**src/rtl/player_input_conditioner_if.sv**
```systemverilog
// Button/key bundle between the raw push-button pins and the input conditioner.
// master drives the raw active-low buttons and observes the conditioned outputs;
// slave is the conditioner itself.
interface player_input_conditioner_if;
  logic [3:0] btn_1_n;
  logic [3:0] btn_2_n;
  logic       btn_start_n;
  logic [3:0] keys_1;
  logic [3:0] keys_2;
  logic       pause;
  logic       start_pulse;

  modport master (
    output btn_1_n,
    output btn_2_n,
    output btn_start_n,
    input  keys_1,
    input  keys_2,
    input  pause,
    input  start_pulse
  );

  modport slave (
    input  btn_1_n,
    input  btn_2_n,
    input  btn_start_n,
    output keys_1,
    output keys_2,
    output pause,
    output start_pulse
  );
endinterface

```
**src/rtl/player_input_conditioner.sv**
```systemverilog
// Player input conditioner: synchronises and debounces the 2x4 direction buttons
// and the start button, then presents clean one-hot key vectors plus a start
// pulse and a pause level that toggles on every accepted start press.
module player_input_conditioner #(
  parameter int unsigned DEBOUNCE_CYCLES = 250000
) (
  input  logic                        CLOCK_25,
  input  logic                        RESET_N,
  player_input_conditioner_if.slave   pif
);

  localparam int unsigned CNT_W    = $clog2(DEBOUNCE_CYCLES + 1);
  localparam int unsigned KEY_W    = 4;
  localparam int unsigned NUM_CH   = 2 * KEY_W + 1;
  localparam int unsigned START_CH = NUM_CH - 1;

  // Channel map: [3:0] player 1, [7:4] player 2, [8] start. All active-low.
  logic [NUM_CH-1:0] raw_n;
  assign raw_n = {pif.btn_start_n, pif.btn_2_n, pif.btn_1_n};

  logic [NUM_CH-1:0] sync1_q, sync1_d;
  logic [NUM_CH-1:0] sync2_q, sync2_d;
  logic [NUM_CH-1:0] stable_q, stable_d;
  logic [CNT_W-1:0]  cnt_q [NUM_CH];
  logic [CNT_W-1:0]  cnt_d [NUM_CH];

  logic [KEY_W-1:0]  keys_1_q, keys_1_d;
  logic [KEY_W-1:0]  keys_2_q, keys_2_d;
  logic              start_prev_q, start_prev_d;
  logic              start_pulse_q, start_pulse_d;
  logic              pause_q, pause_d;

  logic [KEY_W-1:0]  pressed_1_c;
  logic [KEY_W-1:0]  pressed_2_c;

  // True when exactly one bit of v is set.
  function automatic logic is_one_hot(input logic [KEY_W-1:0] v);
    return (v != '0) && ((v & (v - KEY_W'(1))) == '0);
  endfunction

  // Two-flop synchroniser for every raw button bit.
  always_comb begin
    sync1_d = raw_n;
    sync2_d = sync1_q;
  end

  // Debounce: accept a new level only after DEBOUNCE_CYCLES consecutive
  // cycles of disagreement with the stable state; any agreement restarts.
  always_comb begin
    stable_d = stable_q;
    for (int i = 0; i < NUM_CH; i++) begin
      cnt_d[i] = '0;
      if (sync2_q[i] != stable_q[i]) begin
        if (cnt_q[i] == CNT_W'(DEBOUNCE_CYCLES - 1)) begin
          stable_d[i] = sync2_q[i];
        end else begin
          cnt_d[i] = cnt_q[i] + CNT_W'(1);
        end
      end
    end
  end

  // Key encoding: pass a single held key through, suppress chords.
  always_comb begin
    pressed_1_c = ~stable_q[KEY_W-1:0];
    pressed_2_c = ~stable_q[2*KEY_W-1:KEY_W];
    keys_1_d    = is_one_hot(pressed_1_c) ? pressed_1_c : '0;
    keys_2_d    = is_one_hot(pressed_2_c) ? pressed_2_c : '0;
  end

  // Start edge detect one cycle behind the debouncer so it lines up with keys.
  always_comb begin
    start_prev_d  = stable_q[START_CH];
    start_pulse_d = start_prev_q & ~stable_q[START_CH];
    pause_d       = pause_q ^ start_pulse_d;
  end

  // Synchroniser and debounce state registers.
  always_ff @(posedge CLOCK_25 or negedge RESET_N) begin
    if (!RESET_N) begin
      sync1_q  <= '1;
      sync2_q  <= '1;
      stable_q <= '1;
      for (int i = 0; i < NUM_CH; i++) begin
        cnt_q[i] <= '0;
      end
    end else begin
      sync1_q  <= sync1_d;
      sync2_q  <= sync2_d;
      stable_q <= stable_d;
      for (int i = 0; i < NUM_CH; i++) begin
        cnt_q[i] <= cnt_d[i];
      end
    end
  end

  // Output registers.
  always_ff @(posedge CLOCK_25 or negedge RESET_N) begin
    if (!RESET_N) begin
      keys_1_q      <= '0;
      keys_2_q      <= '0;
      start_prev_q  <= 1'b1;
      start_pulse_q <= 1'b0;
      pause_q       <= 1'b1;
    end else begin
      keys_1_q      <= keys_1_d;
      keys_2_q      <= keys_2_d;
      start_prev_q  <= start_prev_d;
      start_pulse_q <= start_pulse_d;
      pause_q       <= pause_d;
    end
  end

  assign pif.keys_1      = keys_1_q;
  assign pif.keys_2      = keys_2_q;
  assign pif.pause       = pause_q;
  assign pif.start_pulse = start_pulse_q;

endmodule
```
**src/flat_wrapper.sv**
```systemverilog
// flat-port wrapper written by rule: the top's interface ports become plain ports
module player_input_conditioner_flat 
#(
  parameter int unsigned DEBOUNCE_CYCLES = 250000
)
  (CLOCK_25, RESET_N, pif_btn_1_n, pif_btn_2_n, pif_btn_start_n, pif_keys_1, pif_keys_2, pif_pause, pif_start_pulse);
  player_input_conditioner_if pif_i ();
  input  logic CLOCK_25;
  input  logic RESET_N;
  input wire logic [$bits(pif_i.btn_1_n)-1:0] pif_btn_1_n;
  input wire logic [$bits(pif_i.btn_2_n)-1:0] pif_btn_2_n;
  input wire logic [$bits(pif_i.btn_start_n)-1:0] pif_btn_start_n;
  output wire logic [$bits(pif_i.keys_1)-1:0] pif_keys_1;
  output wire logic [$bits(pif_i.keys_2)-1:0] pif_keys_2;
  output wire logic [$bits(pif_i.pause)-1:0] pif_pause;
  output wire logic [$bits(pif_i.start_pulse)-1:0] pif_start_pulse;
  assign pif_i.btn_1_n = pif_btn_1_n;
  assign pif_i.btn_2_n = pif_btn_2_n;
  assign pif_i.btn_start_n = pif_btn_start_n;
  assign pif_keys_1 = pif_i.keys_1;
  assign pif_keys_2 = pif_i.keys_2;
  assign pif_pause = pif_i.pause;
  assign pif_start_pulse = pif_i.start_pulse;
  player_input_conditioner #(.DEBOUNCE_CYCLES(DEBOUNCE_CYCLES)) u_core (.CLOCK_25(CLOCK_25), .RESET_N(RESET_N), .pif(pif_i));
endmodule
```
**config.mk**
```make
export PLATFORM = sky130hd
export DESIGN_NAME = player_input_conditioner_flat
export DESIGN_NICKNAME = d
export VERILOG_FILES = /design/src/rtl/player_input_conditioner_if.sv /design/src/rtl/player_input_conditioner.sv /design/src/flat_wrapper.sv
export SDC_FILE = /design/constraint.sdc
export NUM_CORES = 1
export LEC_CHECK = 0
export ABC_AREA = 1
export CAP_MARGIN = 20
export CORE_UTILIZATION = 45
export DETAILED_ROUTE_END_ITERATION = 8
export DONT_BUFFER_PORTS = 1
export PLACE_DENSITY = 0.64
export SETUP_SLACK_MARGIN = 0.5
export SLEW_MARGIN = 20
export SYNTH_ARGS = -nofsm -noshare
export SYNTH_HDL_FRONTEND = slang
export SYNTH_SLANG_ARGS = --single-unit
```
**constraint.sdc**
```tcl
create_clock -name CLOCK_25 -period 2.2 [get_ports CLOCK_25]
set_input_delay 0.11 -clock CLOCK_25 [delete_from_list [all_inputs] [get_ports CLOCK_25]]
set_output_delay 0.11 -clock CLOCK_25 [all_outputs]
set_load 0.01 [all_outputs]
```
# Word level (Yosys, flattened, before mapping)
# Cells that the tools add are included.
totals:
  reg_bits: 200
  latch_bits: 0
  ram_bits: 0
  mem_bits_ro: 0
  out_inout_bits: 10
  elab_cells: 96
  n_memories: 0
op_classes:
  n_addsub: 11
  multipliers: 0
  div: 0
  order_cmp: 0
  eq_ne: 18
  shift: 0
  muxes: 20
  bitwise_logic: 7
  reduce_logical: 15
op_table:
  columns: ["operator", "count"]
  rows:
  - ["$mux W18", 18]
  - ["$add A18 B1 Y18 const B", 9]
  - ["$eq A18 B18 Y1 const B", 9]
  - ["$reduce_and A2 Y1", 9]
  - ["$ne A1 B1 Y1", 9]
  - ["$and A4 B4 Y4", 2]
  - ["$logic_not A4 Y1", 2]
  - ["$mux W4", 2]
  - ["$not A4 Y4", 2]
  - ["$reduce_bool A4 Y1", 2]
  - ["$sub A4 B1 Y4 const B", 2]
  - ["$logic_and A1 B1 Y1", 2]
  - ["$and A1 B1 Y1", 1]
  - ["$not A1 Y1", 1]
  - ["$xor A1 B1 Y1", 1]

# Depth between registers and ports, before layout
depth:
  depth_word: 6
  mapped_depth: 9
  mapped_depth_nobuf: 9

# Worst setup path before layout
# OpenSTA, ideal clock, no wires.
synth_path:
  path_type: "register -> register"
  from: "reg u_core.cnt_q[144] (netlist bit)"
  to: "reg u_core.cnt_q[156] (netlist bit)"
  setup_time_ns: 0.119
  t_arrival_ns: 1.193
  t_required_ns: 2.081
  setup_slack_ns: 0.889
  stages_incl_launch_ff: 9
  n_path_buf: 0
  period_less_slack_ns: 1.311
  cell_sequence: "dfrtp_1 ha_1 nand2_2 nor2_4 inv_2 nor2_4 nand3_2 nand2_2 nor2_1"
synth_rtl:
  columns: ["item", "line", "source"]
  rows:
  - ["start: declaration", "player_input_conditioner.sv:24", "logic [CNT_W-1:0] cnt_q [NUM_CH];"]
  - ["start signal: indexed assignment", "player_input_conditioner.sv:92", "cnt_q[i] <= cnt_d[i];"]

==> impl_results.md <==
- Hold Path Class: in -> async
- Largest net degree at the start of global routing: 201
- Fill count: 2091
- Global-route wire length before repair: 34600 um
- R2R Path End: u_core.cnt_q[12]
- Setup repair after global routing missed its margin: false
- Slowest stage cell, crit path: dfrtp_1
- Post-layout util: 50.4%
- Worst vdd ir: 0.461 mV
- Grt peak-use layer: met2
- H-tree depth: 4
- # setup viols final: 0
- Count of flip-flops with a built-in enable after synthesis: 0
- Leak: 4.52 nW
- Final hold vios: 200
- DP HPWL: 13700 um
- Met2 usage: 28.4%
- Clk Latency, worst-skew pair: 0.43 ns
- Vias in the first global route: 7590
- Ys async rst share: 100%
- Routed vias/inst: 4.96
- Crit start category: flop
- Setup Skew: 0.00978 ns
- Met3 GRT Util: 3.04%
- Status: finished, violations left
- Num Clock Sinks: 200
- CTS tree: built
- Via Count: 7716
- PortBufs: 0
- Die Width: 154 um
- Max Root-Sink Buffers: 2
- Nets@finish: 1278
- Num CTS Buffers: 17
- Flops & latches, synth: 200
- Seq/Total Area, Yosys: 48.5%
- Worst-path clk slew: 0.07 ns
- Crit path buffers/inverters: 0
- Most frequent cell after synthesis: nor2_1
- Multi-input gate area: 4940 sq um
- Failing checks: negative hold slack
- R2R Setup Slk: 0.69 ns
- # DRC: 0
- Max stage delay on crit path: 0.39 ns
- Post-synth cell types: 33
- Dpl cell area: 10700 sq um
- Final Wtd Congestion: 0.854
- Max-slew headroom: 58.3%
- Die H: 154 um
- Cells after synthesis: 1234
- Die footprint: 23700 sq um
- CP Class: reg -> reg
- Largest area contributor in the netlist: dfrtp_1
- Register area: 5040 sq um
- Crit Path Max Fanout: 6
- Row count: 55
- CTS Hold Bufs: 9
- Worst hold slack: -0.622 ns
- Setup TNS: 0 ns
- Req. time, crit path: 2.52 ns
- Post-CTS sizing: 0
- CP endpoint kind: flop
- Minimum clock period: 1.51 ns
- Crit path cell chain: ha_1, nand3_1, nor2_1, nand3_1, nand2_2, nor2_1
- Final Max Tran Viols: 0
- Netlist Area Pre-Place: 10400 sq um
- Initial drt markers: 429
- Commonest cells in the netlist: nor2_1 (299), nand2_1 (203), dfrtp_1 (171)
- Top FF cell, synth: dfrtp_1
- Congestion Overflow GR: 0
- Worst EP arrival: 1.83 ns
- Pwr per Cell Area: 619 nW/um^2
- Diodes inserted: 0
- Clock root cell: clkbuf_16
- Avg Inst Size Synth: 8.42 sq um
- I/O pins: 21
- Synth area leaders: dfrtp_1 (41%), nor2_1 (11%), dfstp_2 (7.3%)
- R2r worst-path depth: 6
- Gr usage total: 17.8%
- Post-route cell area: 11400 sq um
- Mean routed wirelength per cell: 12.3 um
- RR Startpoint: u_core.cnt_q[0]
- FMAX: 0.662 GHz
- YS warnings: 0
- Tcrit/Tclk final: 68.6%
- Post-CTS Setup Repair Bufs: 0
- Final wirelength: 19200 um
- DRT Pass-1 Iters: 5
- Initial Util: 45.9%
- Max capacitance violation total: 0
- Initial antenna violation count: 0
- Met1 Usage GRT: 24.6%
- Layout cells sized above 1: 13.7%
- DRT antenna net count: 0
- Syn Nets: 1254
- Top-area cell type share of the netlist area: 41.2%
- Top delay family on crit path: simple AND/OR/NAND/NOR gates
- Core Region: 22600 sq um
- Worst Max-Slew Pin Slew: 0.625 ns
- Layout area overhead: 9.76%
==> per-layer routing <==
metal	up-vias	routed length, um
li1	3971	-
met1	3643	9580
met2	82	8830
met3	20	464
met4	0	306
met5	-	0
==> worst max-delay path by stage <==
stage / slack (ns) / cells after the start / end / start
floorplan: 0.89 / 8 / u_core.cnt_q[156] / u_core.cnt_q[144]
global placement: 0.74 / 8 / u_core.cnt_q[138] / u_core.cnt_q[126]
detailed placement: 0.70 / 6 / u_core.cnt_q[12] / u_core.cnt_q[0]
CTS: 0.67 / 6 / u_core.cnt_q[12] / u_core.cnt_q[0]
global route: 0.54 / 6 / u_core.cnt_q[94] / u_core.cnt_q[90]
finish: 0.69 / 6 / u_core.cnt_q[12] / u_core.cnt_q[0]
==> final cells by class <==
| class | count | share of cell area (%) |
|---|---|---|
| clock inverters | 12 | 1.25 |
| inverters | 102 | 3.36 |
| multi-input cells | 928 | 43.3 |
| flip-flops and latches | 200 | 44.2 |
| well taps | 285 | 3.13 |
| repair buffers | 9 | 0.790 |
| clock buffers | 20 | 3.92 |
==> sequential cells by signal, summed over array words and instances (netlist names) <==
name / flops
u_core.pif.start_pulse: 1
u_core.cnt_q: 162
u_core.sync1_q: 9
u_core.sync2_q: 9
u_core.pif.keys_2: 4
u_core.pif.pause: 1
u_core.pif.keys_1: 4
u_core.start_prev_q: 1
u_core.stable_q: 9
==> placed cells by master, fill, tap and decap left out, types with 5 or more instances in the layout <==
master	count
a21oi_1	28
and2_1	10
clkbuf_16	17
dfrtp_1	171
dfstp_2	29
dlygate4sd3_1	9
ha_1	9
inv_1	90
inv_2	12
nand2_1	203
nand2_2	28
nand3_1	114
nand3_2	7
nand4_1	19
nor2_1	299
nor2_2	19
nor2_4	30
nor3_1	17
nor3b_1	8
nor3b_2	5
nor4_1	9
o21ai_0	7
o21ai_1	9
o21bai_1	6
xnor2_1	26
xor2_1	56
xor2_2	9
==> per-stage QoR <==
step / instances / setup WS [ns] / hold WS, ns / total power [mW]
final: 1556 / 0.690 / -0.622 / 7.06
after global placement: 1515 / 0.741 / -0.180 / 4.01
after floorplan: 1234 / 0.889 / -0.186 / 3.97
after CTS: 1556 / 0.674 / -0.645 / 7.18
after global routing: 1556 / 0.536 / -0.649 / 7.36
after detailed placement: 1515 / 0.698 / -0.178 / 4.02
==> cell families (layout without fill, tap and decap cells) <==
kind of cell | after synthesis | in the layout | share of synthesized area [%]
flip-flops | 200 | 200 | 48.5
AO/OA/AOI/OAI | 51 | 51 | 2.61
adder cells (fa/ha/maj) | 9 | 9 | 1.08
XOR/XNOR | 91 | 91 | 8.32
buffers and inverters | 106 | 143 | 3.90
AND/OR/NAND/NOR | 777 | 777 | 35.5
==> report_power, final <==
| part | total [mW] | switching, mW | internal (mW) | leakage [nW] |
|---|---|---|---|---|
| logic | 0.165 | 0.102 | 0.0630 | 1.57 |
| clock network | 3.10 | 1.38 | 1.72 | 0.279 |
| registers | 3.79 | 0.0476 | 3.75 | 2.67 |
| total | 7.06 | 1.53 | 5.53 | 4.52 |
Power figures use the tool's default switching activity.
